$ cat src/rtl/bus_uart_tx_pkg.sv
// bus_uart_tx_pkg
//   Shared types and constants for the bus-attached UART transmitter:
//   TX state encoding, register offsets (addr[3:2]) and STATUS bit positions.
package bus_uart_tx_pkg;

  typedef enum logic [1:0] {
    IDLE  = 2'd0,
    START = 2'd1,
    DATA  = 2'd2,
    STOP  = 2'd3
  } tx_state_e;

  localparam logic [1:0] UART_TXDATA = 2'd0;
  localparam logic [1:0] UART_STATUS = 2'd1;
  localparam logic [1:0] UART_DIV    = 2'd2;

  localparam int STATUS_FULL  = 0;
  localparam int STATUS_EMPTY = 1;
  localparam int STATUS_BUSY  = 2;
  localparam int STATUS_OVF   = 3;

endpackage

$ cat src/rtl/bus_uart_tx_if.sv
// bus_uart_tx_if
//   Ibex-style data bus (req/gnt/rvalid) between a bus master and this slave.
//   Request side : req, we, be[3:0], addr[31:0], wdata[31:0]
//   Response side: gnt, rvalid, rdata[31:0], err
interface bus_uart_tx_if;
  logic        req;
  logic        we;
  logic [3:0]  be;
  logic [31:0] addr;
  logic [31:0] wdata;
  logic        gnt;
  logic        rvalid;
  logic [31:0] rdata;
  logic        err;

  modport master (
    output req, we, be, addr, wdata,
    input  gnt, rvalid, rdata, err
  );

  modport slave (
    input  req, we, be, addr, wdata,
    output gnt, rvalid, rdata, err
  );
endinterface

$ cat src/rtl/bus_uart_tx_fifo_sync.sv
// fifo_sync
//   Single-clock FIFO with wrap-bit pointers.
//   clk_i, rst_ni : clock, asynchronous active-low reset
//   push, wdata   : write request and data; accepted when not full, or when
//                   full but popping in the same cycle
//   pop, rdata    : read request; rdata shows the head entry (first-word fall-through)
//   full, empty   : occupancy flags
//   count         : number of stored entries
module fifo_sync #(
  parameter int Width = 8,
  parameter int Depth = 8
) (
  input  logic                     clk_i,
  input  logic                     rst_ni,
  input  logic                     push,
  input  logic [Width-1:0]         wdata,
  input  logic                     pop,
  output logic [Width-1:0]         rdata,
  output logic                     full,
  output logic                     empty,
  output logic [$clog2(Depth):0]   count
);
  localparam int AW = $clog2(Depth);

  logic [Width-1:0] mem [Depth];
  logic [AW:0]      wptr, rptr;
  logic             do_push, do_pop;

  // Extra MSB on each pointer tells full (MSBs differ) from empty (equal).
  assign empty   = (wptr == rptr);
  assign full    = (wptr[AW] != rptr[AW]) && (wptr[AW-1:0] == rptr[AW-1:0]);
  assign count   = wptr - rptr;
  assign do_pop  = pop && !empty;
  assign do_push = push && (!full || do_pop);
  assign rdata   = mem[rptr[AW-1:0]];

  always_ff @(posedge clk_i or negedge rst_ni) begin
    if (!rst_ni) begin
      wptr <= '0;
      rptr <= '0;
    end else begin
      if (do_push) wptr <= wptr + 1'b1;
      if (do_pop)  rptr <= rptr + 1'b1;
    end
  end

  always_ff @(posedge clk_i) begin
    if (do_push) mem[wptr[AW-1:0]] <= wdata;
  end

endmodule

$ cat src/rtl/bus_uart_tx.sv
// bus_uart_tx
//   Memory-mapped 8N1 UART transmitter on the Ibex data bus.
//   clk_i  : system clock
//   rst_ni : asynchronous active-low reset
//   bus    : slave side of the req/gnt/rvalid bus (gnt = req, response 1 cycle later)
//   tx_o   : serial output, idle high, driven from a flop
//   busy_o : FIFO non-empty or a frame in flight
//   Registers (addr[3:2]): 0 TXDATA, 1 STATUS {OVF,busy,empty,full}, 2 DIV, 3 error.
module bus_uart_tx
  import bus_uart_tx_pkg::*;
#(
  parameter int          FIFO_DEPTH = 8,
  parameter logic [15:0] DIV_RESET  = 16'd103
) (
  input  logic          clk_i,
  input  logic          rst_ni,
  bus_uart_tx_if.slave  bus,
  output logic          tx_o,
  output logic          busy_o
);
  logic [1:0]  reg_sel;
  logic        wr_txdata, wr_div, rd_status, err_d, ovf_set;
  logic [31:0] rdata_d;
  logic [3:0]  status;
  logic        rvalid_q, err_q, ovf_q;
  logic [31:0] rdata_q;
  logic [15:0] div_q;

  logic                        fifo_pop, fifo_full, fifo_empty;
  logic [7:0]                  fifo_rdata;
  logic [$clog2(FIFO_DEPTH):0] fifo_count;

  tx_state_e   state_q, state_d;
  logic [15:0] timer_q, timer_d, reload_q, reload_d;
  logic [2:0]  bit_cnt_q, bit_cnt_d;
  logic [7:0]  shift_q, shift_d;
  logic        tx_q, tx_d;

  logic unused_bits;
  assign unused_bits = ^{bus.addr[31:4], bus.addr[1:0], bus.be[3:2], bus.wdata[31:16]};

  assign reg_sel = bus.addr[3:2];
  assign bus.gnt = bus.req;
  assign busy_o  = (fifo_count != '0) || (state_q != IDLE);
  assign ovf_set = wr_txdata && fifo_full && !fifo_pop;

  always_comb begin
    status               = '0;
    status[STATUS_FULL]  = fifo_full;
    status[STATUS_EMPTY] = fifo_empty;
    status[STATUS_BUSY]  = busy_o;
    status[STATUS_OVF]   = ovf_q | ovf_set;
  end

  always_comb begin
    wr_txdata = 1'b0;
    wr_div    = 1'b0;
    rd_status = 1'b0;
    err_d     = 1'b0;
    rdata_d   = '0;
    if (bus.req) begin
      case (reg_sel)
        UART_TXDATA: wr_txdata = bus.we && bus.be[0];
        UART_STATUS: begin
          if (!bus.we) begin
            rd_status = 1'b1;
            rdata_d   = {28'd0, status};
          end
        end
        UART_DIV: begin
          if (bus.we) wr_div  = 1'b1;
          else        rdata_d = {16'd0, div_q};
        end
        default: err_d = 1'b1;
      endcase
    end
  end

  // Response slice: every granted request answers exactly one cycle later.
  always_ff @(posedge clk_i or negedge rst_ni) begin
    if (!rst_ni) begin
      rvalid_q <= 1'b0;
      rdata_q  <= '0;
      err_q    <= 1'b0;
    end else begin
      rvalid_q <= bus.req;
      rdata_q  <= rdata_d;
      err_q    <= err_d;
    end
  end

  assign bus.rvalid = rvalid_q;
  assign bus.rdata  = rdata_q;
  assign bus.err    = err_q;

  // A new overflow in the same cycle as a STATUS read keeps OVF set.
  always_ff @(posedge clk_i or negedge rst_ni) begin
    if (!rst_ni) begin
      div_q <= DIV_RESET;
      ovf_q <= 1'b0;
    end else begin
      if (wr_div && bus.be[0]) div_q[7:0]  <= bus.wdata[7:0];
      if (wr_div && bus.be[1]) div_q[15:8] <= bus.wdata[15:8];
      if (ovf_set)             ovf_q <= 1'b1;
      else if (rd_status)      ovf_q <= 1'b0;
    end
  end

  fifo_sync #(.Width(8), .Depth(FIFO_DEPTH)) u_fifo (
    .clk_i (clk_i),
    .rst_ni(rst_ni),
    .push  (wr_txdata),
    .wdata (bus.wdata[7:0]),
    .pop   (fifo_pop),
    .rdata (fifo_rdata),
    .full  (fifo_full),
    .empty (fifo_empty),
    .count (fifo_count)
  );

  // tx_d is the line level for the state being entered, so the tx flop
  // changes on the same edge as the state register.
  always_comb begin
    state_d   = state_q;
    timer_d   = timer_q;
    reload_d  = reload_q;
    bit_cnt_d = bit_cnt_q;
    shift_d   = shift_q;
    tx_d      = tx_q;
    fifo_pop  = 1'b0;
    case (state_q)
      IDLE: begin
        tx_d = 1'b1;
        if (!fifo_empty) begin
          fifo_pop = 1'b1;
          shift_d  = fifo_rdata;
          reload_d = div_q;
          timer_d  = div_q;
          tx_d     = 1'b0;
          state_d  = START;
        end
      end
      START: begin
        if (timer_q == '0) begin
          timer_d   = reload_q;
          bit_cnt_d = '0;
          tx_d      = shift_q[0];
          state_d   = DATA;
        end else begin
          timer_d = timer_q - 16'd1;
        end
      end
      DATA: begin
        if (timer_q == '0) begin
          timer_d = reload_q;
          if (bit_cnt_q == 3'd7) begin
            tx_d    = 1'b1;
            state_d = STOP;
          end else begin
            bit_cnt_d = bit_cnt_q + 3'd1;
            shift_d   = {1'b0, shift_q[7:1]};
            tx_d      = shift_q[1];
          end
        end else begin
          timer_d = timer_q - 16'd1;
        end
      end
      STOP: begin
        if (timer_q == '0) begin
          if (!fifo_empty) begin
            fifo_pop = 1'b1;
            shift_d  = fifo_rdata;
            reload_d = div_q;
            timer_d  = div_q;
            tx_d     = 1'b0;
            state_d  = START;
          end else begin
            tx_d    = 1'b1;
            state_d = IDLE;
          end
        end else begin
          timer_d = timer_q - 16'd1;
        end
      end
      default: begin
        tx_d    = 1'b1;
        state_d = IDLE;
      end
    endcase
  end

  always_ff @(posedge clk_i or negedge rst_ni) begin
    if (!rst_ni) begin
      state_q   <= IDLE;
      timer_q   <= '0;
      reload_q  <= '0;
      bit_cnt_q <= '0;
      shift_q   <= '0;
      tx_q      <= 1'b1;
    end else begin
      state_q   <= state_d;
      timer_q   <= timer_d;
      reload_q  <= reload_d;
      bit_cnt_q <= bit_cnt_d;
      shift_q   <= shift_d;
      tx_q      <= tx_d;
    end
  end

  assign tx_o = tx_q;

endmodule

$ cat src/flat_wrapper.sv
// flat-port wrapper written by rule: the top's interface ports become plain ports
module bus_uart_tx_flat import bus_uart_tx_pkg::*;
#(
  parameter int          FIFO_DEPTH = 8,
  parameter logic [15:0] DIV_RESET  = 16'd103
)
  (clk_i, rst_ni, tx_o, busy_o, bus_req, bus_we, bus_be, bus_addr, bus_wdata, bus_gnt, bus_rvalid, bus_rdata, bus_err);
  bus_uart_tx_if bus_i ();
  input  logic clk_i;
  input  logic rst_ni;
  output logic tx_o;
  output logic busy_o;
  input wire logic [$bits(bus_i.req)-1:0] bus_req;
  input wire logic [$bits(bus_i.we)-1:0] bus_we;
  input wire logic [$bits(bus_i.be)-1:0] bus_be;
  input wire logic [$bits(bus_i.addr)-1:0] bus_addr;
  input wire logic [$bits(bus_i.wdata)-1:0] bus_wdata;
  output wire logic [$bits(bus_i.gnt)-1:0] bus_gnt;
  output wire logic [$bits(bus_i.rvalid)-1:0] bus_rvalid;
  output wire logic [$bits(bus_i.rdata)-1:0] bus_rdata;
  output wire logic [$bits(bus_i.err)-1:0] bus_err;
  assign bus_i.req = bus_req;
  assign bus_i.we = bus_we;
  assign bus_i.be = bus_be;
  assign bus_i.addr = bus_addr;
  assign bus_i.wdata = bus_wdata;
  assign bus_gnt = bus_i.gnt;
  assign bus_rvalid = bus_i.rvalid;
  assign bus_rdata = bus_i.rdata;
  assign bus_err = bus_i.err;
  bus_uart_tx #(.FIFO_DEPTH(FIFO_DEPTH), .DIV_RESET(DIV_RESET)) u_core (.clk_i(clk_i), .rst_ni(rst_ni), .bus(bus_i), .tx_o(tx_o), .busy_o(busy_o));
endmodule
$ cat config.mk
export PLATFORM = sky130hd
export DESIGN_NAME = bus_uart_tx_flat
export DESIGN_NICKNAME = d
export VERILOG_FILES = /design/src/rtl/bus_uart_tx_pkg.sv /design/src/rtl/bus_uart_tx_if.sv /design/src/rtl/bus_uart_tx_fifo_sync.sv /design/src/rtl/bus_uart_tx.sv /design/src/flat_wrapper.sv
export SDC_FILE = /design/constraint.sdc
export NUM_CORES = 1
export LEC_CHECK = 0
export CORE_MARGIN = 4
export CORE_UTILIZATION = 50
export DETAILED_ROUTE_END_ITERATION = 8
export PLACE_DENSITY = 0.72
export SLEW_MARGIN = 20
export SYNTH_ARGS = -nofsm -noshare
export SYNTH_HDL_FRONTEND = slang
export SYNTH_SLANG_ARGS = --single-unit
$ cat constraint.sdc
create_clock -name clk_i -period 4.3 [get_ports clk_i]
set_clock_uncertainty 0.1 [all_clocks]
set_input_delay 0.86 -clock clk_i [delete_from_list [all_inputs] [get_ports clk_i]]
set_output_delay 0.86 -clock clk_i [all_outputs]
set_load 0.01 [all_outputs]
==> results.json, run 1 <==
{
  "ios": 109,
  "hold_slack_ns": 0.4062,
  "crit_path_end": "busy_o",
  "crit_path_end_kind": "output port",
  "cts_resized": 0,
  "cts_buffer_depth": 2,
  "wire_per_inst_um": 19.43,
  "synth-adder-area-share": 0.03050,
  "vias": 4833,
  "die_height_um": 129.5,
  "relSlewSlack": 0.3001,
  "critPathLaunch": "u_core.u_fifo.rptr[2]$_DFFE_PN0P_",
  "status": "finished, final reports clean",
  "start_util": 0.5100,
  "ys.flop_type": "dfrtp_1",
  "drt_iter0_drc": 353,
  "nNetsFinal": 704,
  "synth-seq-area-share": 0.5629,
  "track_usage": 0.2023,
  "grt_pass1_wl_mm": 26.01,
  "yosysWarnings": 0,
  "dp_hpwl_mm": 10.56,
  "worstReg2RegEnd": "u_core.reload_q[0]$_DFFE_PN0P_",
  "period_needed_ns": 3.969,
  "diodes": 0,
  "tightest_slew_ns": 1.046,
  "cts.reportedPaths.clkPinSlew_ns": 0.07,
  "max_freq_mhz": 251.9,
  "port_buffers": 44,
  "synth_compound_area_frac": 0.09251,
  "synth.distinct_cells": 69,
  "slew_viol_final": 0,
  "grt_antenna_before_repair": 0,
  "die_w_um": 129.5,
  "synth_cells": 574,
  "async_flop_share": 0.5817,
  "root_buffer": "clkbuf_16",
  "crit_fanout": 10,
  "syn_to_final_growth_pct": 15.40,
  "path_class": "reg2out",
  "startpoint_type": "register",
  "synth_edf_count": 64,
  "rows": 44,
  "rr_startpoint": "u_core.timer_q[0]$_DFF_PN0_",
  "synth_seq_cells": 153,
  "grt_setup_unrepaired": "false",
  "gp_congestion": 0.8234,
  "cp.arrival_ns": 3.01,
  "via_per_inst": 5.959,
  "place_inst": 779,
  "dieArea_sq_mm": 0.01678,
  "grt_overflow": 0,
  "clk_latency_ns": 0.43,
  "grt_max_degree": 90,
  "cts.sinks": 153,
  "cts-buffers-inserted": 17,
  "finalHoldViolCount": 0,
  "finalSetupViolations": 0,
  "synth_top_family_by_area": "multiplexers",
  "cts_tree": "built",
  "postCtsSetupBuffers": 0,
  "fin_cells": 811,
  "synth_simple_gate_area_frac": 0.1162,
  "ant_nets": 0,
  "cp_data_required_time_ns": 3.34,
  "rrSetupSlack_ns": 1.03,
  "synth_xor_area_frac": 0.02135,
  "routed_wl_mm": 15.76,
  "drv_cap": 0,
  "muxShareOfSynthArea": 0.1340,
  "setup_tns_ns": 0,
  "p_leak_uw": 0.003471,
  "cts_hold_buffers": 0,
  "grt_pass1_vias": 4963,
  "route.detailed.drc": 0,
  "coreArea_sq_mm": 0.01448,
  "ff2ff_path_depth": 6,
  "firstDrtPassIters": 5,
  "holdCritPathClass": "in2async",
  "drive_above_1_share": 0.2026,
  "min_period_over_period": 0.9231,
  "htreeDepth": 4,
  "powerDensity_mw_per_mm2": 722.4,
  "synth_area_sq_mm": 0.007385,
  "syn_avg_cell_area_sq_um": 12.87,
  "max-vdd-ir-drop_mv": 0.3129
}
-- flip-flops by register name, indices dropped and copies added, names as in the netlist, 2 cells and up --
name,count
u_core.timer_q,16
u_core.bus.rdata,16
u_core.shift_q,8
u_core.u_fifo.mem,64
u_core.state_q,2
u_core.u_fifo.wptr,4
u_core.u_fifo.rptr,4
u_core.bit_cnt_q,3
u_core.div_q,16
u_core.reload_q,16
-- cell families (layout without fill, tap and decap cells) --
group | after synthesis | in the layout
muxes | 70 | 70
buffers and inverters | 61 | 99
adders and majority gates | 18 | 18
AOI/OAI and AO/OA | 98 | 98
xor gates and xnor gates | 18 | 18
other | 1 | 16
DFF | 153 | 153
and+or+nand+nor | 155 | 155
-- critical path: stages, from the launching register on --
cell	delay (ns)
dfrtp_1	0.42
inv_2	0.25
ha_1	0.33
or4b_2	0.65
a21oi_1	0.15
o2111ai_1	0.24
clkdlybuf4s50_1	0.55
-- how the worst min path moves through the flow --
stage | from | end | slack, ns | cells after the start
after detailed placement | u_core.ovf_q$_DFFE_PN0P_ | u_core.ovf_q$_DFFE_PN0P_ | 0.39 | 2
after floorplan | u_core.ovf_q$_DFFE_PN0P_ | u_core.ovf_q$_DFFE_PN0P_ | 0.35 | 2
after global placement | u_core.reload_q[11]$_DFFE_PN0P_ | u_core.reload_q[11]$_DFFE_PN0P_ | 0.37 | 1
after global routing | u_core.shift_q[6]$_DFFE_PN0P_ | u_core.shift_q[6]$_DFFE_PN0P_ | 0.43 | 1
after CTS | u_core.ovf_q$_DFFE_PN0P_ | u_core.ovf_q$_DFFE_PN0P_ | 0.40 | 2
final | rst_ni | u_core.bus.rdata[6]$_DFF_PN0_ | 0.41 | 1
-- routing by layer --
| layer | part of all wire | GRT usage |
|---|---|---|
| met1 | 0.45 | 0.2837 |
| met3 | 0.054 | 0.04452 |
| met5 | 0 | 0 |
| met2 | 0.48 | 0.3204 |
| met4 | 0.0098 | 0.05929 |
-- synth_stat cells (7+ instances only) --
library cell	instances	share of area
o21ai_0	27	0.018
mux2_4	8	0.016
a21oi_1	20	0.014
inv_1	11	0.0056
o22ai_1	9	0.0076
edfxtp_1	64	0.26
nor3_1	10	0.0068
ha_1	18	0.030
mux2i_1	7	0.0095
xnor2_1	14	0.017
buf_4	18	0.018
mux4_2	16	0.049
and2_1	12	0.010
nand3_1	7	0.0047
clkbuf_1	23	0.012
and3_1	10	0.0085
nor2_1	46	0.023
dfrtp_1	83	0.28
mux2_2	33	0.050
nand2_1	34	0.017
-- through the flow --
step	area [sq um]	worst slack (ns)	power [uW]	util
floorplan	7441	0.9115	4108	-
global placement	7926	0.8402	4544	0.5474
detailed placement	7926	0.8087	4671	0.5474
CTS	8518	0.3315	6150	0.5883
global route	8522	0.2010	6522	0.5886
finish	8522	0.3306	6156	0.5886
-- cells in the final DEF, fill, tap and decap left out, types with 4 or more instances in the layout --
cell             count
mux4_2              16
mux2_4               8
and2_1              12
ha_1                18
clkbuf_16           17
nor4_1               5
xor2_1               4
dfrtp_1             83
conb_1              16
xnor2_1             14
buf_4               11
clkdlybuf4s50_1     43
inv_1               11
o22a_1               4
a22o_1               5
mux2_1               6
inv_8                8
a31oi_1              4
nor2_1              46
and3_1              10
nor3_1              10
a21oi_1             20
mux2i_1              7
nand3_1              7
edfxtp_1            64
mux2_2              33
a221oi_1             5
dfstp_2              6
o22ai_1              9
nand2_1             34
o21ai_0             27
-- final cells by class --
type | count | area, sq um
multi-input combinational | 375 | 2974
clock inverter | 15 | 166.4
clock buffer | 17 | 425.4
fill | 1107 | 5957
timing repair buffer | 55 | 524.3
sequential | 153 | 4156
tap | 184 | 230.2
inverter | 12 | 45.04
-- where the power goes --
group	switching (uW)	internal (uW)
clock	681	786
combinational	1360	1190
sequential	310	1830
Note: power is estimated with default switching activity, not from simulation.
==> run 2, diff against run 1 <==
--- a/config.mk
+++ b/config.mk
@@ -8,6 +8,7 @@
 export CORE_MARGIN = 4
 export CORE_UTILIZATION = 50
 export DETAILED_ROUTE_END_ITERATION = 8
+export HOLD_SLACK_MARGIN = 0.08
 export PLACE_DENSITY = 0.72
 export SLEW_MARGIN = 20
 export SYNTH_ARGS = -nofsm -noshare
==> results of run 2 <==
Same layout as run 1: the final DEF is identical, and so are final timing and power.
